### src/rtl/srl_rule_writer_if.sv
// Rule-update handshake and SRL column drive bundle for srl_rule_writer.
// The host side uses the master modport and the writer uses the slave modport.
interface srl_rule_writer_if #(
    parameter int NSLICE = 8
);
    logic                upd_valid;
    logic                upd_ready;
    logic                upd_op;
    logic [5*NSLICE-1:0] upd_key;
    logic [5*NSLICE-1:0] upd_mask;
    logic                upd_done;
    logic                srl_d;
    logic [NSLICE-1:0]   srl_ce;

    modport master (
        output upd_valid, upd_op, upd_key, upd_mask,
        input  upd_ready, upd_done, srl_d, srl_ce
    );

    modport slave (
        input  upd_valid, upd_op, upd_key, upd_mask,
        output upd_ready, upd_done, srl_d, srl_ce
    );
endinterface

### src/rtl/srl_rule_writer.sv
// Serially loads one key/mask TCAM rule, or an erase, into a column of SRL32 slices.
// All outputs are registered from the next-state/next-counter values, so ce appears the cycle after acceptance.
module srl_rule_writer #(
    parameter int NSLICE = 8,
    parameter int DEPTH  = 32
) (
    input  logic             clk,
    input  logic             rst,
    srl_rule_writer_if.slave bus
);
    localparam int              KW     = 5 * NSLICE;
    localparam int              SW     = (NSLICE > 1) ? $clog2(NSLICE) : 1;
    localparam logic [4:0]      A_TOP  = 5'(DEPTH - 1);
    localparam logic [SW-1:0]   S_LAST = SW'(NSLICE - 1);

    typedef enum logic [1:0] {IDLE, LOAD, ERASE, DONE} state_t;

    state_t            state_p0, state_nx;
    logic [SW-1:0]     s_p0, s_nx;
    logic [4:0]        a_p0, a_nx;
    logic [KW-1:0]     key_p0, mask_p0;
    logic [KW-1:0]     key_sel, mask_sel;
    logic              d_nx, done_nx, ready_nx;
    logic [NSLICE-1:0] ce_nx;
    logic              srl_d_p1, upd_done_p1, upd_ready_p1;
    logic [NSLICE-1:0] srl_ce_p1;

    function automatic logic slice_match(input logic [4:0] a, input logic [4:0] k,
                                         input logic [4:0] m);
        return ((a ^ k) & ~m) == 5'd0;
    endfunction

    // Stage p0: control state and counters; p1: registered outputs
    always_ff @(posedge clk or posedge rst) begin
        if (rst) begin
            state_p0     <= IDLE;
            s_p0         <= '0;
            a_p0         <= '0;
            srl_d_p1     <= 1'b0;
            srl_ce_p1    <= '0;
            upd_done_p1  <= 1'b0;
            upd_ready_p1 <= 1'b1;
        end else begin
            state_p0     <= state_nx;
            s_p0         <= s_nx;
            a_p0         <= a_nx;
            srl_d_p1     <= d_nx;
            srl_ce_p1    <= ce_nx;
            upd_done_p1  <= done_nx;
            upd_ready_p1 <= ready_nx;
        end
    end

    always_ff @(posedge clk) begin
        if (state_p0 == IDLE && bus.upd_valid) begin
            key_p0  <= bus.upd_key;
            mask_p0 <= bus.upd_mask;
        end
    end

    always_comb begin
        state_nx = state_p0;
        s_nx     = s_p0;
        a_nx     = a_p0;
        case (state_p0)
            IDLE: begin
                if (bus.upd_valid) begin
                    state_nx = bus.upd_op ? ERASE : LOAD;
                    s_nx     = '0;
                    a_nx     = A_TOP;
                end
            end
            LOAD: begin
                if (a_p0 == 5'd0) begin
                    if (s_p0 == S_LAST) begin
                        state_nx = DONE;
                    end else begin
                        s_nx = s_p0 + 1'b1;
                        a_nx = A_TOP;
                    end
                end else begin
                    a_nx = a_p0 - 1'b1;
                end
            end
            ERASE: begin
                if (a_p0 == 5'd0) state_nx = DONE;
                else              a_nx = a_p0 - 1'b1;
            end
            DONE:    state_nx = IDLE;
            default: state_nx = IDLE;
        endcase
    end

    // The first shifted bit is computed on the acceptance edge, before key_p0 is loaded
    assign key_sel  = (state_p0 == IDLE) ? bus.upd_key  : key_p0;
    assign mask_sel = (state_p0 == IDLE) ? bus.upd_mask : mask_p0;

    always_comb begin
        ce_nx    = '0;
        d_nx     = 1'b0;
        done_nx  = (state_nx == DONE);
        ready_nx = (state_nx == IDLE);
        case (state_nx)
            LOAD: begin
                ce_nx = NSLICE'(1) << s_nx;
                d_nx  = slice_match(a_nx, key_sel[5*s_nx +: 5], mask_sel[5*s_nx +: 5]);
            end
            ERASE:   ce_nx = '1;
            default: ce_nx = '0;
        endcase
    end

    assign bus.srl_d     = srl_d_p1;
    assign bus.srl_ce    = srl_ce_p1;
    assign bus.upd_done  = upd_done_p1;
    assign bus.upd_ready = upd_ready_p1;
endmodule

### src/flat_wrapper.sv
// flat-port wrapper written by rule: the top's interface ports become plain ports
module srl_rule_writer_flat 
#(
    parameter int NSLICE = 8,
    parameter int DEPTH  = 32
)
  (clk, rst, bus_upd_valid, bus_upd_op, bus_upd_key, bus_upd_mask, bus_upd_ready, bus_upd_done, bus_srl_d, bus_srl_ce);
  srl_rule_writer_if #(.NSLICE(NSLICE)) bus_i ();
  input  logic clk;
  input  logic rst;
  input wire logic [$bits(bus_i.upd_valid)-1:0] bus_upd_valid;
  input wire logic [$bits(bus_i.upd_op)-1:0] bus_upd_op;
  input wire logic [$bits(bus_i.upd_key)-1:0] bus_upd_key;
  input wire logic [$bits(bus_i.upd_mask)-1:0] bus_upd_mask;
  output wire logic [$bits(bus_i.upd_ready)-1:0] bus_upd_ready;
  output wire logic [$bits(bus_i.upd_done)-1:0] bus_upd_done;
  output wire logic [$bits(bus_i.srl_d)-1:0] bus_srl_d;
  output wire logic [$bits(bus_i.srl_ce)-1:0] bus_srl_ce;
  assign bus_i.upd_valid = bus_upd_valid;
  assign bus_i.upd_op = bus_upd_op;
  assign bus_i.upd_key = bus_upd_key;
  assign bus_i.upd_mask = bus_upd_mask;
  assign bus_upd_ready = bus_i.upd_ready;
  assign bus_upd_done = bus_i.upd_done;
  assign bus_srl_d = bus_i.srl_d;
  assign bus_srl_ce = bus_i.srl_ce;
  srl_rule_writer #(.NSLICE(NSLICE), .DEPTH(DEPTH)) u_core (.clk(clk), .rst(rst), .bus(bus_i));
endmodule
### config.mk
export PLATFORM = sky130hd
export DESIGN_NAME = srl_rule_writer_flat
export DESIGN_NICKNAME = d
export VERILOG_FILES = /design/src/rtl/srl_rule_writer_if.sv /design/src/rtl/srl_rule_writer.sv /design/src/flat_wrapper.sv
export SDC_FILE = /design/constraint.sdc
export NUM_CORES = 1
export LEC_CHECK = 0
export CORE_UTILIZATION = 40
export DETAILED_ROUTE_END_ITERATION = 7
export PLACE_DENSITY_LB_ADDON = 0.15
export SETUP_SLACK_MARGIN = 0.3
export SYNTH_ARGS = -nofsm -noshare
export SYNTH_HDL_FRONTEND = slang
export SYNTH_SLANG_ARGS = --single-unit
### constraint.sdc
create_clock -name clk -period 8.15 [get_ports clk]
set_input_delay 1.2225 -clock clk [delete_from_list [all_inputs] [get_ports clk]]
set_output_delay 1.2225 -clock clk [all_outputs]
set_load 0.02 [all_outputs]
==> After elaboration in Yosys (flattened, before gate mapping) <==
Index checks and enable logic that the tools add are counted.
{ "word_totals": {"reg_bits": 101, "output_inout_bits": 11, "elab_cells": 49, "in_bits": 84} }
{ "op_classes": {"muxes": 19, "reduce_logical": 5, "n_shift": 3, "n_mul": 1, "bitwise_logic": 3, "add_sub_neg": 2, "eq_ne": 7} }
{ "ops": {"columns": ["op", "count"], "rows": [
  ["2-to-1 mux 40 bit", 2],
  ["indexed part select 40 x 7 -> 5 bit", 2],
  ["2-to-1 mux 5 bit", 4],
  ["one-hot mux 8 bit (2 select lines)", 1],
  ["one-hot mux 5 bit (3 select lines)", 1],
  ["zero test 5 bit", 2],
  ["2-to-1 mux 2 bit", 5],
  ["2-to-1 mux 3 bit", 3],
  ["== test 2 bit, second input constant", 4],
  ["one-hot mux 2 bit (4 select lines)", 1],
  ["left shift 1 x 3 -> 8 bit, first input constant", 1],
  ["multiplier 3 x 3 -> 6 bit, first input constant", 1],
  ["one-hot mux 3 bit (2 select lines)", 1],
  ["AND 5 bit", 1],
  ["NOT 5 bit", 1],
  ["subtractor 5 x 1 -> 5 bit, second input constant", 1],
  ["bitwise XOR 5 bit", 1],
  ["== test 2 x 1 -> 1 bit, second input constant", 2],
  ["zero test 2 bit", 2],
  ["adder 3 x 1 -> 3 bit, second input constant", 1],
  ["== test 3 bit, second input constant", 1],
  ["logical AND 1 bit", 1],
  ["2-to-1 mux 1 bit", 1]
]} }

==> Logic depth before layout (Yosys ltp) <==
{ "depth": {"depth_word": 10, "depth_mapped": 14, "ltp_nobuf": 11} }

==> Worst setup path after synthesis <==
OpenSTA, ideal clock, no wires.
{ "synth_path": {"kind": "input-to-reg", "from": "input port bus_upd_valid", "to": "register u_core.srl_d_p1, in the netlist u_core.bus.srl_d", "path_buffers": 1, "arrival_ps": 5189, "cell_stages": 10, "setup_slack_ps": 2874, "required_time_ps": 8063, "cell_sequence": "nand2_1 inv_1 clkbuf_1 o311ai_0 nand4_1 xnor2_1 nor4_1 a211oi_1 o211ai_1 a211oi_2"} }
{ "synth_via": {"elab_chain_cells": 8, "elab_cells_between_ends": 15} }
{ "synth_rtl": {"columns": ["item", "line_no", "source"], "rows": [
  ["start: declaration", "flat_wrapper.sv:11", "input wire logic [$bits(bus_i.upd_valid)-1:0] bus_upd_valid;"],
  ["2-to-1 mux 3 bit", "srl_rule_writer.sv:67", "if (bus.upd_valid) begin"],
  ["one-hot mux 3 bit (2 select lines)", "srl_rule_writer.sv:65", "case (state_p0)"],
  ["multiplier 3 x 3 -> 6 bit", "srl_rule_writer.sv:106", "d_nx = slice_match(a_nx, key_sel[5*s_nx +: 5], mask_sel[5*s_nx +: 5]);"],
  ["indexed part select 40 x 7 -> 5 bit", "srl_rule_writer.sv:106", null],
  ["bitwise XOR 5 bit / NOT 5 bit (equally long branches)", "srl_rule_writer.sv:30", "return ((a ^ k) & ~m) == 5'd0;"],
  ["AND 5 bit", "srl_rule_writer.sv:30", null],
  ["zero test 5 bit", "srl_rule_writer.sv:30", null],
  ["2-to-1 mux 1 bit (*)", "srl_rule_writer.sv:103", "case (state_nx)"],
  ["named net u_core.d_nx", "srl_rule_writer.sv:23", "logic d_nx, done_nx, ready_nx;"],
  ["end signal: assignment", "srl_rule_writer.sv:47", "srl_d_p1 <= d_nx;"],
  ["end: declaration", "srl_rule_writer.sv:25", "logic srl_d_p1, upd_done_p1, upd_ready_p1;"]
]} }
The timed path passes the listed nets; every way through them passes the cells marked *.
A chain may end at the register's enable or synchronous reset.

==> Final worst setup path <==
Same ends and word-level chain as after synthesis.

==> run metrics <==
Logic pwr share=0.356; post-layout instance area=0.00651 mm²; Post-CTS Resized=0; clock power share=0.258; clk sinks=approximately 100; Final Util=0.518; Post-Route WL=13500 µm; capture point of the critical path=u_core.bus.srl_d; ys flop type=edfxtp_1; CP max stage cell=buf_4; crit start category=input pin; Sw Share=0.351; min Tclk post-route=4.29 ns; Fin Setup TNS=0 ns; worst hold path type=flip-flop to flip-flop; reg2reg path depth=10; Post-DP HPWL=9350 µm; Layout Skew=approximately 0.0094 ns; Cell Area, Synth=0.00514 mm²; Yosys reg bits=101; Avg Cell Area, Syn=10.6 µm²; Worst Setup End Kind=flip-flop; Setup violations, final=0; CTS buffer count=9; worst endpoint required time=8.39 ns; leading cell types by count after synthesis=nand2_1, edfxtp_1, a21oi_1, nor2_1, clkbuf_1; GRT Resource Usage Total=0.215; Max Clock Freq=between 0.2 and 0.25 GHz; Critical R2R Capture=u_core.bus.srl_d; PwrDens=~270 mW/mm²; Sw Pwr=between 0.0006 and 0.0007 W; first-iteration detailed-routing DRC count=312; Clk Latency, worst-skew pair=between 0.3 and 0.4 ns; worst reg2reg setup slack=4.49 ns; Synth area leader=edfxtp_1; largest net degree at the start of global routing=79; Syn Inst Count=between 400 and 500; via count=roughly 4.1k; Crit path top cell by count=buf_4; final hold viol count=0; Max stage delay on crit path=0.79 ns; first-pass GRT wire length=21200 µm; die area=around 0.013 mm²; die span in y=115 µm; CP Launch Point=bus_upd_valid; fraction of layout cells with a size suffix above 1=0.0673; Worst Tran Pin Value=0.995 ns; maximum clock path buffer count=2; CP arrival=4.53 ns; hold_buf cts=0; Yosys top cell area share=0.468; Final #Nets=650; Post-synth ARST share=0.208; initial antenna violation count=0; worst r2r src=u_core.a_p0[0]; Buf/Inv on CP=4; placed inst area=0.00619 mm²; Seq pwr share=0.385; Clock transition at path regs=~0.070 ns; Final ANT Viol Nets=0; die width=115 µm; most frequent cell after synthesis=nand2_1; Tcrit/Tclk final=0.527; Pint=0.00116 W; WHS=0.662 ns; DRC=0; Synth area leaders=edfxtp_1, dfrtp_1, nand2_1; CTS tree=yes; routability cong.=about 0.86; num rows=41; Via density=5.60; RSZ-0062 raised after global routing=false; syn_nets=573; Max Slew Vio Count=0; mean routed wirelength per cell=18.3 µm; Synth Warn #=0; Clock Tree Root=clkbuf_16; crit-path max FO=78; Yosys cell types=62; worst-path cell chain=clkdlybuf4s50_1 > buf_4 > nand2_1 > clkinv_2 > buf_4 > or2_1 > a21oi_1 > or4_1 > a21o_1 > o211ai_1 > a211oi_2; Top Ports=95; n_diodes=0; drt first pass iters=5; CP Class=input pin to flip-flop; Post-synth EDFFs=80; status=completed; CP top delay family=buffers and inverters; Remaining Overflow, GRT=0; # port buffers=94; Peak VDD IR=0.148 mV; Stages on worst setup path=11; fill count=1147; H-Tree Depth=3; vias in the first global route=between 3k and 4k; MaxCap Viol Count=0; post-CTS setup repair buffer count=0; LEAKAGE=2.31 nW; Initial Utilization=0.409; core box area=0.0126 mm²; sequential share of the synthesized area=0.570; relative slew slack=0.337; Layout Area Growth over Synthesis=26.8%
-- metrics by stage --
step | setup slack, ns | total power, W | instances
6_report | 3.86 | 0.00179 | 737
5_1_grt | 3.64 | 0.00190 | 737
4_1_cts | 3.85 | 0.00180 | 737
3_5_place_dp | 3.49 | 0.00134 | 721
3_3_place_gp | 3.61 | 0.00133 | 721
2_1_floorplan | 2.87 | 0.00114 | 483
-- registers in the layout, indices dropped and copies added, names as in the netlist --
| signal | cells |
|---|---|
| u_core.bus.srl_ce | 8 |
| u_core.mask_p0 | 40 |
| u_core.bus.srl_d | 1 |
| u_core.s_p0 | 3 |
| u_core.a_p0 | 5 |
| u_core.bus.upd_ready | 1 |
| u_core.state_p0 | 2 |
| u_core.key_p0 | 40 |
| u_core.bus.upd_done | 1 |
-- metal layers --
layer / track usage / vias up / wire (µm) / share of wire
met5: 0 / - / 0 / 0
met2: 0.336 / 153 / 6280 / 0.47
met3: 0.0322 / 24 / 791 / 0.059
met1: 0.294 / 1994 / 6050 / 0.45
met4: 0.101 / 0 / 346 / 0.026
li1: - / 1955 / - / -
-- how the worst min path moves through the flow --
stage,endpoint,startpoint,cells past startpoint,slack [ns]
after floorplan,u_core.a_p0[4],u_core.a_p0[4],2,0.54
after global placement,u_core.a_p0[4],u_core.a_p0[4],2,0.64
after detailed placement,u_core.a_p0[4],u_core.a_p0[4],2,0.63
after CTS,u_core.a_p0[4],u_core.a_p0[4],2,0.65
after global routing,u_core.a_p0[4],u_core.a_p0[4],2,0.68
final,u_core.a_p0[4],u_core.a_p0[4],2,0.66
-- worst register-to-register path, stage by stage, from the launching register on --
cell and delay [ns]:
dfrtp_1 0.42, inv_1 0.09, ha_1 0.22, or4b_4 0.57, nor4_1 0.51, or3_1 0.65
a221oi_1 0.19, o211ai_2 0.20, a221oi_1 0.08, or3_1 0.42, a211oi_2 0.22
-- area by class of cell --
class | count | area, µm² | area share
flip-flops and latches | 101 | 2930 | 0.450
multi-input cells | 337 | 2020 | 0.310
repair buffers | 101 | 993 | 0.153
clock buffers | 10 | 229 | 0.0352
well taps | 172 | 215 | 0.0331
clock inverters | 6 | 87.6 | 0.0135
inverters | 10 | 38.8 | 0.00596
-- power groups by stage --
stage | sequential (W) | combinational (W) | clock, W
after floorplan | 0.000697 | 0.000448 | 0
after global placement | 0.000697 | 0.000630 | 0
after detailed placement | 0.000699 | 0.000637 | 0
after CTS | 0.000689 | 0.000640 | 0.000473
after global routing | 0.000699 | 0.000707 | 0.000492
final | 0.000690 | 0.000637 | 0.000462
-- cell families after synthesis --
group | count (synthesis) | synth area share
AO/OA/AOI/OAI | 113 | 0.154
multiplexers | 19 | 0.0373
adder cells (fa/ha/maj) | 6 | 0.0146
buffers and inverters | 45 | 0.0382
flip-flops | 101 | 0.570
XOR/XNOR | 7 | 0.0119
AND/OR/NAND/NOR | 192 | 0.174
-- cells in the final DEF, fill, tap and decap left out, types with 2 or more instances in the layout --
cell type        Yosys  routed
o221ai_1             2       2
o22ai_1             12      12
clkdlybuf4s50_1      0      94
dfrtp_1             20      20
inv_1                9       8
a222oi_1             2       2
nor2_1              35      34
mux2i_1             18      18
o21ai_0             12      12
xnor2_1              6       6
nor3_1              14      14
edfxtp_1            80      80
nand3_1             15      15
a31oi_1             13      13
ha_1                 6       6
buf_4                0       7
clkinv_2             0       2
or2_2                2       2
a21oi_1             35      35
nor3b_1              6       6
or4_1                2       2
a32o_1               3       3
o211ai_1             4       4
bufinv_16            0       2
nand2_1             89      89
clkbuf_16            0       9
and2_1               3       3
nand2b_1             3       3
a221oi_1             5       5
nand4_1              4       4
nor4_1               5       5
o2bb2ai_1            2       2
nor2b_1              4       4
clkinvlp_4           0       3
a311oi_1             3       3
a32oi_1              4       4
or3_1                3       3
(Power assumes the default switching activity.)
